### config.mk
export PLATFORM = sky130hd
export DESIGN_NAME = wind_multiaxis_avg_flat
export DESIGN_NICKNAME = d
export VERILOG_FILES = /design/src/rtl/wind_pkg.sv /design/src/rtl/wind_multiaxis_avg_if.sv /design/src/rtl/wind_avg_bank.sv /design/src/rtl/wind_multiaxis_avg.sv /design/src/flat_wrapper.sv
export SDC_FILE = /design/constraint.sdc
export NUM_CORES = 1
export LEC_CHECK = 0
export ABC_AREA = 0
export BUFFER_PORTS_ARGS = -buffer_cell sky130_fd_sc_hd__buf_4
export CAP_MARGIN = 20
export CORE_AREA = 2 2 197 199
export CTS_CLUSTER_SIZE = 12
export DETAILED_ROUTE_END_ITERATION = 7
export DIE_AREA = 0 0 199 201
export HOLD_SLACK_MARGIN = 0.08
export PLACE_DENSITY = 0.8
export REMOVE_ABC_BUFFERS = 1
export SETUP_SLACK_MARGIN = 0.1
export SYNTH_ARGS = -nofsm -noshare
export SYNTH_HDL_FRONTEND = slang
export SYNTH_SLANG_ARGS = --single-unit
### constraint.sdc
create_clock -name clock -period 9.4 [get_ports clock]
set_input_delay 1.88 -clock clock [delete_from_list [all_inputs] [get_ports clock]]
set_output_delay 1.88 -clock clock [all_outputs]
set_load 0.01 [all_outputs]
### src/rtl/wind_pkg.sv
// rtl/wind_pkg.sv - shared widths, FSM states and phase/speed helpers; WIND_SAT_EN selects saturating speed resize
package wind_pkg;

   localparam int DEF_PW    = 19;
   localparam int DEF_SW    = 16;
   localparam int ACC_GUARD = 15;

   typedef enum logic {
      IDLE = 1'b0,
      DIFF = 1'b1
   } wind_state_e;

   // Modulo-2pi difference: wrap to pw bits, then sign-extend back to 32
   function automatic logic signed [31:0] wrap_diff(input logic signed [31:0] a,
                                                   input logic signed [31:0] b,
                                                   input int unsigned        pw);
      logic signed [31:0] d;
      d = a - b;
      return (d <<< (32 - pw)) >>> (32 - pw);
   endfunction

   function automatic logic signed [31:0] resize_speed(input logic signed [63:0] v,
                                                      input int unsigned        sw);
`ifdef WIND_SAT_EN
      logic signed [63:0] hi;
      logic signed [63:0] lo;
      hi = (64'sd1 <<< (sw - 1)) - 64'sd1;
      lo = -hi - 64'sd1;
      if (v > hi) return 32'(hi);
      if (v < lo) return 32'(lo);
      return 32'(v);
`else
      return 32'((v <<< (64 - sw)) >>> (64 - sw));
`endif
   endfunction

endpackage

### src/rtl/wind_multiaxis_avg_if.sv
// rtl/wind_multiaxis_avg_if.sv - speed output stream with valid/ready handshake
interface wind_multiaxis_avg_if #(
   parameter int SW = 16
);
   logic signed [SW-1:0] speed;
   logic [2:0]           speed_axis;
   logic                 speed_valid;
   logic                 speed_ready;

   modport master (
      output speed,
      output speed_axis,
      output speed_valid,
      input  speed_ready
   );

   modport slave (
      input  speed,
      input  speed_axis,
      input  speed_valid,
      output speed_ready
   );
endinterface

### src/rtl/wind_avg_bank.sv
// rtl/wind_avg_bank.sv - per-axis accumulators, window counter, shift-average and draining holding bank
module wind_avg_bank
   import wind_pkg::*;
#(
   parameter int N_CH     = 4,
   parameter int PW       = DEF_PW,
   parameter int SW       = DEF_SW,
   parameter int SCALE_SH = 3
) (
   input  logic                    clock,
   input  logic                    reset,
   input  logic                    capture,
   input  logic                    add_en,
   input  logic [$clog2(N_CH)-1:0] add_axis,
   input  logic signed [31:0]      add_val,
   input  logic                    sample_done,
   input  logic [3:0]              spdmeanlen,
   output logic signed [SW-1:0]    speed,
   output logic [2:0]              speed_axis,
   output logic                    speed_valid,
   input  logic                    speed_ready,
   output logic                    bank_ovr
);
   localparam int AXW = $clog2(N_CH);
   localparam int AW  = PW + ACC_GUARD;
   localparam logic [AXW-1:0] LAST_AX = AXW'(N_CH - 1);

   logic signed [AW-1:0] acc  [N_CH];
   logic signed [AW-1:0] avg  [N_CH];
   logic signed [31:0]   rs   [N_CH];
   logic signed [SW-1:0] nxt  [N_CH];
   logic signed [SW-1:0] hold [N_CH];
   logic [15:0]          cnt;
   logic [3:0]           len_l;
   logic                 done_q;
   logic [AXW-1:0]       ptr;

   // Window completion is registered one cycle after the last add, so the
   // accumulators already hold the final sample when the bank is loaded.
   always_ff @(posedge clock or negedge reset) begin
      if (!reset) begin
         cnt    <= '0;
         len_l  <= '0;
         done_q <= 1'b0;
         for (int k = 0; k < N_CH; k++) acc[k] <= '0;
      end else begin
         if (capture && (cnt == '0 || done_q)) len_l <= spdmeanlen;
         done_q <= sample_done && (({1'b0, cnt} + 17'd1) == (17'd1 << len_l));
         if (done_q)
            cnt <= '0;
         else if (sample_done)
            cnt <= cnt + 16'd1;
         for (int k = 1; k < N_CH; k++) begin
            if (done_q)
               acc[k] <= '0;
            else if (add_en && int'(add_axis) == k)
               acc[k] <= acc[k] + AW'(add_val);
         end
      end
   end

   always_comb begin
      for (int k = 0; k < N_CH; k++) begin
         avg[k] = (acc[k] >>> len_l) >>> SCALE_SH;
         rs[k]  = resize_speed(64'(avg[k]), SW);
         nxt[k] = SW'(rs[k]);
      end
   end

   assign bank_ovr   = done_q && speed_valid;
   assign speed_axis = 3'(ptr);

   // A new set is only accepted once the previous one has fully drained
   always_ff @(posedge clock or negedge reset) begin
      if (!reset) begin
         speed_valid <= 1'b0;
         speed       <= '0;
         ptr         <= '0;
         for (int k = 0; k < N_CH; k++) hold[k] <= '0;
      end else if (done_q && !speed_valid) begin
         for (int k = 0; k < N_CH; k++) hold[k] <= nxt[k];
         speed       <= nxt[1];
         ptr         <= AXW'(1);
         speed_valid <= 1'b1;
      end else if (speed_valid && speed_ready) begin
         if (ptr == LAST_AX) begin
            speed_valid <= 1'b0;
         end else begin
            ptr   <= ptr + 1'b1;
            speed <= hold[ptr + 1'b1];
         end
      end
   end

endmodule

### src/rtl/wind_multiaxis_avg.sv
// rtl/wind_multiaxis_avg.sv - N-channel phase capture, shared subtractor FSM and averaging back end; WIND_SAT_EN saturates speed
module wind_multiaxis_avg
   import wind_pkg::*;
#(
   parameter int N_CH     = 4,
   parameter int PW       = DEF_PW,
   parameter int SW       = DEF_SW,
   parameter int SCALE_SH = 3
) (
   input  logic                 clock,
   input  logic                 reset,
   input  logic                 endata,
   input  logic [3:0]           spdmeanlen,
   input  logic [N_CH*PW-1:0]   phase_in,
   wind_multiaxis_avg_if.master spd,
   output logic                 overrun
);
   localparam int AXW = $clog2(N_CH);
   localparam logic [AXW-1:0] LAST_AX = AXW'(N_CH - 1);

   wind_state_e          state, state_nxt;
   logic [AXW-1:0]       ax, ax_nxt;
   logic signed [PW-1:0] cap [N_CH];
   logic                 capture;
   logic                 samp_ovr;
   logic                 add_en;
   logic                 sample_done;
   logic                 bank_ovr;
   logic signed [31:0]   diff_w;

   always_ff @(posedge clock or negedge reset) begin
      if (!reset) begin
         state   <= IDLE;
         ax      <= '0;
         overrun <= 1'b0;
      end else begin
         state   <= state_nxt;
         ax      <= ax_nxt;
         overrun <= samp_ovr || bank_ovr;
      end
   end

   always_ff @(posedge clock or negedge reset) begin
      if (!reset) begin
         for (int k = 0; k < N_CH; k++) cap[k] <= '0;
      end else if (capture) begin
         for (int k = 0; k < N_CH; k++) cap[k] <= phase_in[k*PW +: PW];
      end
   end

   always_comb begin
      state_nxt   = state;
      ax_nxt      = ax;
      capture     = 1'b0;
      samp_ovr    = 1'b0;
      add_en      = 1'b0;
      sample_done = 1'b0;
      case (state)
         IDLE: begin
            if (endata) begin
               capture   = 1'b1;
               state_nxt = DIFF;
               ax_nxt    = AXW'(1);
            end
         end
         DIFF: begin
            add_en   = 1'b1;
            samp_ovr = endata;
            if (ax == LAST_AX) begin
               sample_done = 1'b1;
               state_nxt   = IDLE;
            end else begin
               ax_nxt = ax + 1'b1;
            end
         end
         default: state_nxt = IDLE;
      endcase
   end

   // One subtractor, walked across the axes while in DIFF
   assign diff_w = wrap_diff(32'(cap[ax]), 32'(cap[0]), PW);

   wind_avg_bank #(
      .N_CH     (N_CH),
      .PW       (PW),
      .SW       (SW),
      .SCALE_SH (SCALE_SH)
   ) u_bank (
      .clock       (clock),
      .reset       (reset),
      .capture     (capture),
      .add_en      (add_en),
      .add_axis    (ax),
      .add_val     (diff_w),
      .sample_done (sample_done),
      .spdmeanlen  (spdmeanlen),
      .speed       (spd.speed),
      .speed_axis  (spd.speed_axis),
      .speed_valid (spd.speed_valid),
      .speed_ready (spd.speed_ready),
      .bank_ovr    (bank_ovr)
   );

endmodule

### src/flat_wrapper.sv
// flat-port wrapper written by rule: the top's interface ports become plain ports
module wind_multiaxis_avg_flat import wind_pkg::*;
#(
   parameter int N_CH     = 4,
   parameter int PW       = DEF_PW,
   parameter int SW       = DEF_SW,
   parameter int SCALE_SH = 3
)
  (clock, reset, endata, spdmeanlen, phase_in, overrun, spd_speed, spd_speed_axis, spd_speed_valid, spd_speed_ready);
  wind_multiaxis_avg_if #(.SW(SW)) spd_i ();
  input  logic clock;
  input  logic reset;
  input  logic endata;
  input  logic [3:0] spdmeanlen;
  input  logic [N_CH*PW-1:0] phase_in;
  output logic overrun;
  output wire logic [$bits(spd_i.speed)-1:0] spd_speed;
  output wire logic [$bits(spd_i.speed_axis)-1:0] spd_speed_axis;
  output wire logic [$bits(spd_i.speed_valid)-1:0] spd_speed_valid;
  input wire logic [$bits(spd_i.speed_ready)-1:0] spd_speed_ready;
  assign spd_speed = spd_i.speed;
  assign spd_speed_axis = spd_i.speed_axis;
  assign spd_speed_valid = spd_i.speed_valid;
  assign spd_i.speed_ready = spd_speed_ready;
  wind_multiaxis_avg #(.N_CH(N_CH), .PW(PW), .SW(SW), .SCALE_SH(SCALE_SH)) u_core (.clock(clock), .reset(reset), .endata(endata), .spdmeanlen(spdmeanlen), .phase_in(phase_in), .spd(spd_i), .overrun(overrun));
endmodule
==> results of run 1 <==
stage by stage:
step | cells | instance area [um2] | hold WS, ns | util | setup WS [ns]
after floorplan | 2300 | 20100 | 0.440 | - | 2.75
after global placement | 2944 | 21800 | 0.453 | 0.572 | 3.24
after detailed placement | 2944 | 21800 | 0.459 | 0.572 | 2.99
after CTS | 2998 | 22800 | 0.474 | 0.598 | 2.96
after global routing | 2998 | 22800 | 0.494 | 0.598 | 2.31
final | 2998 | 22800 | 0.469 | 0.598 | 2.85
layout by cell type (no fill, tap or decap), types with 15 or more instances in the layout:
| cell type | instances |
|---|---|
| a211oi_1 | 37 |
| a21o_1 | 61 |
| a21oi_1 | 192 |
| a22o_1 | 20 |
| a31oi_1 | 15 |
| and3_1 | 18 |
| buf_4 | 124 |
| clkbuf_16 | 30 |
| dfrtp_1 | 266 |
| ha_1 | 125 |
| inv_1 | 53 |
| mux2_2 | 55 |
| mux2i_1 | 70 |
| mux4_2 | 52 |
| nand2_1 | 487 |
| nand2b_1 | 19 |
| nand3_1 | 47 |
| nand4_1 | 18 |
| nor2_1 | 162 |
| nor2b_1 | 21 |
| nor3_1 | 43 |
| o211ai_1 | 24 |
| o21a_1 | 20 |
| o21ai_0 | 181 |
| or3_1 | 16 |
| xnor2_1 | 61 |
| xor2_1 | 45 |
final timing paths:
| check | cells after the start | slack [ns] | to | from |
|---|---|---|---|---|
| worst max-delay path | 22 | 2.85 | u_core.u_bank.acc[33] | u_core.ax[0] |
| worst min-delay path | 2 | 0.47 | u_core.cap[15] | u_core.cap[15] |
| worst max register to register | 22 | 2.85 | u_core.u_bank.acc[33] | u_core.ax[0] |
| worst min register to register | 2 | 0.47 | u_core.cap[15] | u_core.cap[15] |
| max in group asynchronous | 2 | 6.62 | u_core.cap[21] | reset |
| min in group asynchronous | 1 | 1.37 | u_core.u_bank.acc[62] | reset |
layout make-up:
class	count	share of cell area
Sequential cell	270	0.297
Multi-Input combinational cell	1975	0.580
Clock buffer	43	0.0386
Inverter	55	0.00907
Timing Repair Buffer	126	0.0424
Tap cell	518	0.0285
Clock inverter	11	0.00412
state kept, by name (all words and copies together) (netlist names):
| name | count |
|---|---|
| u_core.cap | 76 |
| u_core.u_bank.done_q | 1 |
| u_core.ax | 2 |
| u_core.u_bank.cnt | 16 |
| u_core.u_bank.speed | 16 |
| u_core.u_bank.speed_valid | 1 |
| u_core.u_bank.acc | 102 |
| u_core.u_bank.hold | 48 |
| u_core.overrun | 1 |
| u_core.u_bank.len_l | 4 |
| u_core.state | 1 |
| u_core.u_bank.ptr | 2 |
critical path, cell delays in order, from the launching register on:
cell and delay, ns:
dfrtp_1 0.32, buf_4 0.37, mux4_2 0.61, ha_1 0.31
nor2b_1 0.14, o21ai_0 0.13, a21boi_0 0.24, o21ai_0 0.13
a21boi_0 0.31, o2111a_1 0.27, nor2_1 0.09, a211oi_1 0.27
o21ai_0 0.11, a211oi_1 0.89, ha_1 0.35, nand3_1 0.09
a211oi_1 0.35, o211ai_1 0.17, a21oi_1 0.31, o211ai_1 0.17
and3b_1 0.20, or4_1 0.47, a21oi_1 0.15
cell usage after synthesis, drive strengths merged, types with 11 or more instances:
cell      n
a21boi   11
inv      53
a21oi   194
nand2b   20
nor2    163
xnor2    61
or3      16
a21o     61
o211ai   25
o21ai   189
nor3     43
a31oi    15
nand2   489
o21a     20
nand4    18
o21bai   14
a211oi   37
buf      41
and3     18
mux2i    70
nor2b    22
and2     14
dfrtp   270
ha      125
xor2     45
a22o     20
o31ai    11
clkbuf   92
mux2     55
mux4     52
nand3    50
logic make-up after synthesis:
kind of cell	synth area share
xor gates and xnor gates	0.0449
DFF	0.327
and+or+nand+nor	0.188
buffers and inverters	0.0352
AOI/OAI and AO/OA	0.205
adders and majority gates	0.0795
muxes	0.121
other	0.000181
routing by layer:
metal  vias up  part of all wire  track usage
met2       640              0.46        0.446
met1      8878              0.44        0.377
met3       112             0.069       0.0408
met5         -                 0            0
li1       8810                 -            -
met4         0             0.032       0.0936
==> flow_summary.json, run 1 <==
{
  "postCtsResizedCells": 0,
  "grt_usage": 0.275,
  "grt_pass1_wl_mm": 90.3,
  "synth_area_leaders": "dfrtp_1, nand2_1, ha_1",
  "yosysSeqAreaShare": 0.327,
  "antenna_found_initial": 0,
  "drive_gt1_frac": 0.129,
  "cap_violations": 0,
  "initial_core_util": 0.542,
  "n_antenna_cell": 0,
  "gp_congestion": 0.947,
  "yosys.area.top_type": "dfrtp_1",
  "cts_sinks": 270,
  "min_period_over_period": 0.697,
  "min_path_type": "flip-flop to flip-flop",
  "grt_pass1_vias": 18100,
  "crit_arrival_ns": 7.05,
  "syn-cell-area_um2": 20700,
  "synth_top_area_frac": 0.327,
  "worst_ep_required_time_ns": 9.90,
  "setup_viol": 0,
  "clock_latency_ns": 0.59,
  "routed_via_density": 6.15,
  "numCtsBuffers": 30,
  "postRouteAntennaNets": 0,
  "grt_overflow_total": 0,
  "dp_hpwl_mm": 38.8,
  "slew_headroom": 0.253,
  "cts_tree": "yes",
  "worst_slew_pin_slew_ns": 1.11,
  "async_reset_ff_frac": 1.00,
  "die_y_um": 201,
  "cts_root_buffer": "clkbuf_16",
  "core_area_um2": 38100,
  "maxSlewViolCount": 0,
  "fin_setup_tns_ns": 0,
  "syn_area_per_cell_um2": 8.50,
  "fin_nets": 2671,
  "dr.pass1.iters": 5,
  "remaining_drc_errors": 0,
  "pin_count": 105,
  "synth_warnings": 34,
  "path_clk_slew_ns": 0.06,
  "critPathCaptureType": "flip-flop",
  "critPathKind": "flip-flop to flip-flop",
  "synth_edf_count": 0,
  "cts-hold-fix-buffers": 0,
  "drtIter0Drc": 1565,
  "routedWlPerCell_um": 18.2,
  "cp_max_fo": 24,
  "num_rows": 72,
  "wl_mm": 54.4,
  "h-tree-depth": 1,
  "io_buffers": 103,
  "fp.dieW_um": 199,
  "multiInputGateArea_um2": 13200,
  "die_area_um2": 40000,
  "clockBufferDepth": 3,
  "ys_ff_latch": 270,
  "hold_violations": 0,
  "status": "complete, no violations",
  "post_cts_buffers": 0,
  "fillers": 3256,
  "timing.fmax_mhz": 153,
  "grt_max_degree": 153,
  "setup.worst_path.start_class": "flip-flop",
  "area_growth_pct": 10.2,
  "syn_inst": 2433,
  "ys_types": 78,
  "register_area_um2": 6760,
  "rsz0062_at_grt": "false",
  "ys.flop_type": "dfrtp_1",
  "num_vias": 18400,
  "fin_skew_ns": 0.0258,
  "period_minus_slack_ns": 6.55
}
Power of run 1 is not shown: default switching activity piles up to over one toggle a cycle in this logic, so the estimate is an artifact.
==> run 2, diff against run 1 <==
Settings changed: ABC_AREA 0 to 1, CORE_AREA 2 2 197 199 to 2 2 203 205, DIE_AREA 0 0 199 201 to 0 0 205 207.
Clock period 9.4 ns to 6.79 ns, I/O delays scaled along.
==> flow_summary.json, run 2 <==
{
  "status": "complete, no violations",
  "largest_reg_flops": 102,
  "timing.fmax_mhz": 192,
  "ys_ff_latch": 270,
  "post_cts_buffers": 0,
  "multiInputGateArea_um2": 13300,
  "fillers": 3883,
  "synth_common_cells": "nand2_1, inv_1, o21ai_0",
  "final_cell_mix": "nand2_1, inv_1, o21ai_0",
  "biggestRegsByFlops": "u_core.u_bank.acc x102, u_core.cap x76, u_core.u_bank.hold x48",
  "grt_max_degree": 119,
  "syn_area_per_cell_um2": 6.53,
  "pin_count": 105,
  "fin_skew_ns": 0.0226,
  "n_antenna_cell": 0,
  "synth_edf_count": 0,
  "routed_via_density": 5.80,
  "dr.pass1.iters": 6,
  "critPathCaptureType": "flip-flop",
  "num_rows": 74,
  "min_path_type": "flip-flop to flip-flop",
  "clockBufferDepth": 3,
  "worst_ep_required_time_ns": 7.28,
  "synth_area_leaders": "dfrtp_1, nand2_1, ha_1",
  "grt_usage": 0.320,
  "crit_arrival_ns": 5.68,
  "grt_pass1_wl_mm": 110,
  "clock_latency_ns": 0.60,
  "place_worst_setup_slack_ns": 1.82,
  "worst_slew_pin_slew_ns": 1.13,
  "wl_mm": 69.0,
  "cts_sinks": 270,
  "ys_types": 59,
  "slew_headroom": 0.249,
  "die_y_um": 207,
  "cts_root_buffer": "clkbuf_16",
  "synth_warnings": 34,
  "fin_nets": 3602,
  "async_reset_ff_frac": 1.00,
  "fin_cells": 3943,
  "rsz0062_at_grt": "false",
  "period_minus_slack_ns": 5.20,
  "grt_overflow_total": 0,
  "yosysSeqAreaShare": 0.308,
  "ys.flop_type": "dfrtp_1",
  "area_growth_pct": 9.36,
  "cap_violations": 0,
  "hold_violations": 0,
  "initial_core_util": 0.544,
  "synth_top_area_frac": 0.308,
  "gp_congestion": 1.02,
  "post-synth-top-count-cell": "nand2_1",
  "num_vias": 22900,
  "cp_max_fo": 45,
  "grt_pass1_vias": 20900,
  "critPathKind": "flip-flop to flip-flop",
  "syn_inst": 3362,
  "routedWlPerCell_um": 17.5,
  "postCtsResizedCells": 0,
  "fp.dieW_um": 205,
  "setup_viol": 0,
  "antenna_found_initial": 0,
  "h-tree-depth": 1,
  "core_area_um2": 40400,
  "register_area_um2": 6760,
  "top_register": "u_core.u_bank.acc",
  "fin_ws_ns": 1.59,
  "path_clk_slew_ns": 0.07,
  "setup.worst_path.start_class": "flip-flop",
  "drive_gt1_frac": 0.0636,
  "dp_hpwl_mm": 52.1,
  "maxSlewViolCount": 0,
  "dp.cells": 3888,
  "remaining_drc_errors": 0,
  "syn-cell-area_um2": 21900,
  "cts-hold-fix-buffers": 0,
  "io_buffers": 103,
  "numCtsBuffers": 31,
  "cts_tree": "yes",
  "die_area_um2": 42400,
  "min_period_over_period": 0.766,
  "drtIter0Drc": 2474,
  "layout_commonest_cell": "nand2_1",
  "yosys.area.top_type": "dfrtp_1",
  "postRouteAntennaNets": 0
}
==> run 2: worst max-delay path: stages, from the launching register on <==
cell and delay (ns):
dfrtp_1 0.38, inv_1 0.53, buf_4 0.32, o21ai_0 0.10, o22ai_1 0.20, ha_1 0.33, nand2_1 0.09, nand2_1 0.06
nand2_1 0.06, nand2_1 0.06, nand2_1 0.06, nand2_1 0.04, nor2_1 0.18, nand3_1 0.25, nand2_1 0.13, buf_4 0.53
ha_1 0.39, inv_1 0.14, o21bai_1 0.10, a21boi_0 0.25, nand2_1 0.09, a21oi_1 0.26, nand2_1 0.10, nor2_1 0.16
nand3_1 0.10, nand3_1 0.09, nand2_1 0.07
==> run 2: logic make-up (layout without fill, tap and decap cells) <==
logic type | after synthesis | count (layout) | synth area share
AND/OR/NAND/NOR | 1681 | 1681 | 0.313
AO/OA/AOI/OAI | 775 | 775 | 0.197
buffers and inverters | 457 | 506 | 0.0853
flip-flops | 270 | 270 | 0.308
adder cells (fa/ha/maj) | 129 | 129 | 0.0749
XOR/XNOR | 36 | 36 | 0.0153
multiplexers | 13 | 13 | 0.00650
other | 1 | 1 | 0.000171
==> run 2: cell type report <==
type	instances	share of cell area
multi-input cells	2635	0.555
flip-flops and latches	270	0.282
inverters	327	0.0511
repair buffers	124	0.0396
clock buffers	42	0.0357
well taps	532	0.0277
clock inverters	13	0.00860
==> run 2: through the flow <==
stage	utilization	hold WS (ns)	TNS [ns]	area, um2
floorplan	-	0.437	-0.545	21300
global placement	0.568	0.454	0	22900
detailed placement	0.568	0.458	0	22900
CTS	0.594	0.473	0	24000
global route	0.594	0.493	0	24000
finish	0.594	0.473	0	24000
==> run 2: path summary, 6_finish.rpt <==
path,endpoint,slack [ns],cells past startpoint,start
min in group asynchronous,u_core.u_bank.acc[77],0.75,1,reset
worst min register to register,u_core.cap[36],0.47,2,u_core.cap[36]
worst max register to register,u_core.u_bank.acc[101],1.59,26,u_core.ax[0]
worst max-delay path,u_core.u_bank.acc[101],1.59,26,u_core.ax[0]
worst min-delay path,u_core.cap[36],0.47,2,u_core.cap[36]
max in group asynchronous,u_core.u_bank.acc[27],4.69,2,reset
==> run 2: per-layer routing <==
metal  track usage  share of wire
met1         0.479           0.45
met2         0.482           0.43
met5             0              0
met3        0.0502          0.090
met4        0.0811          0.027
Power of run 2 is left out for the same reason.
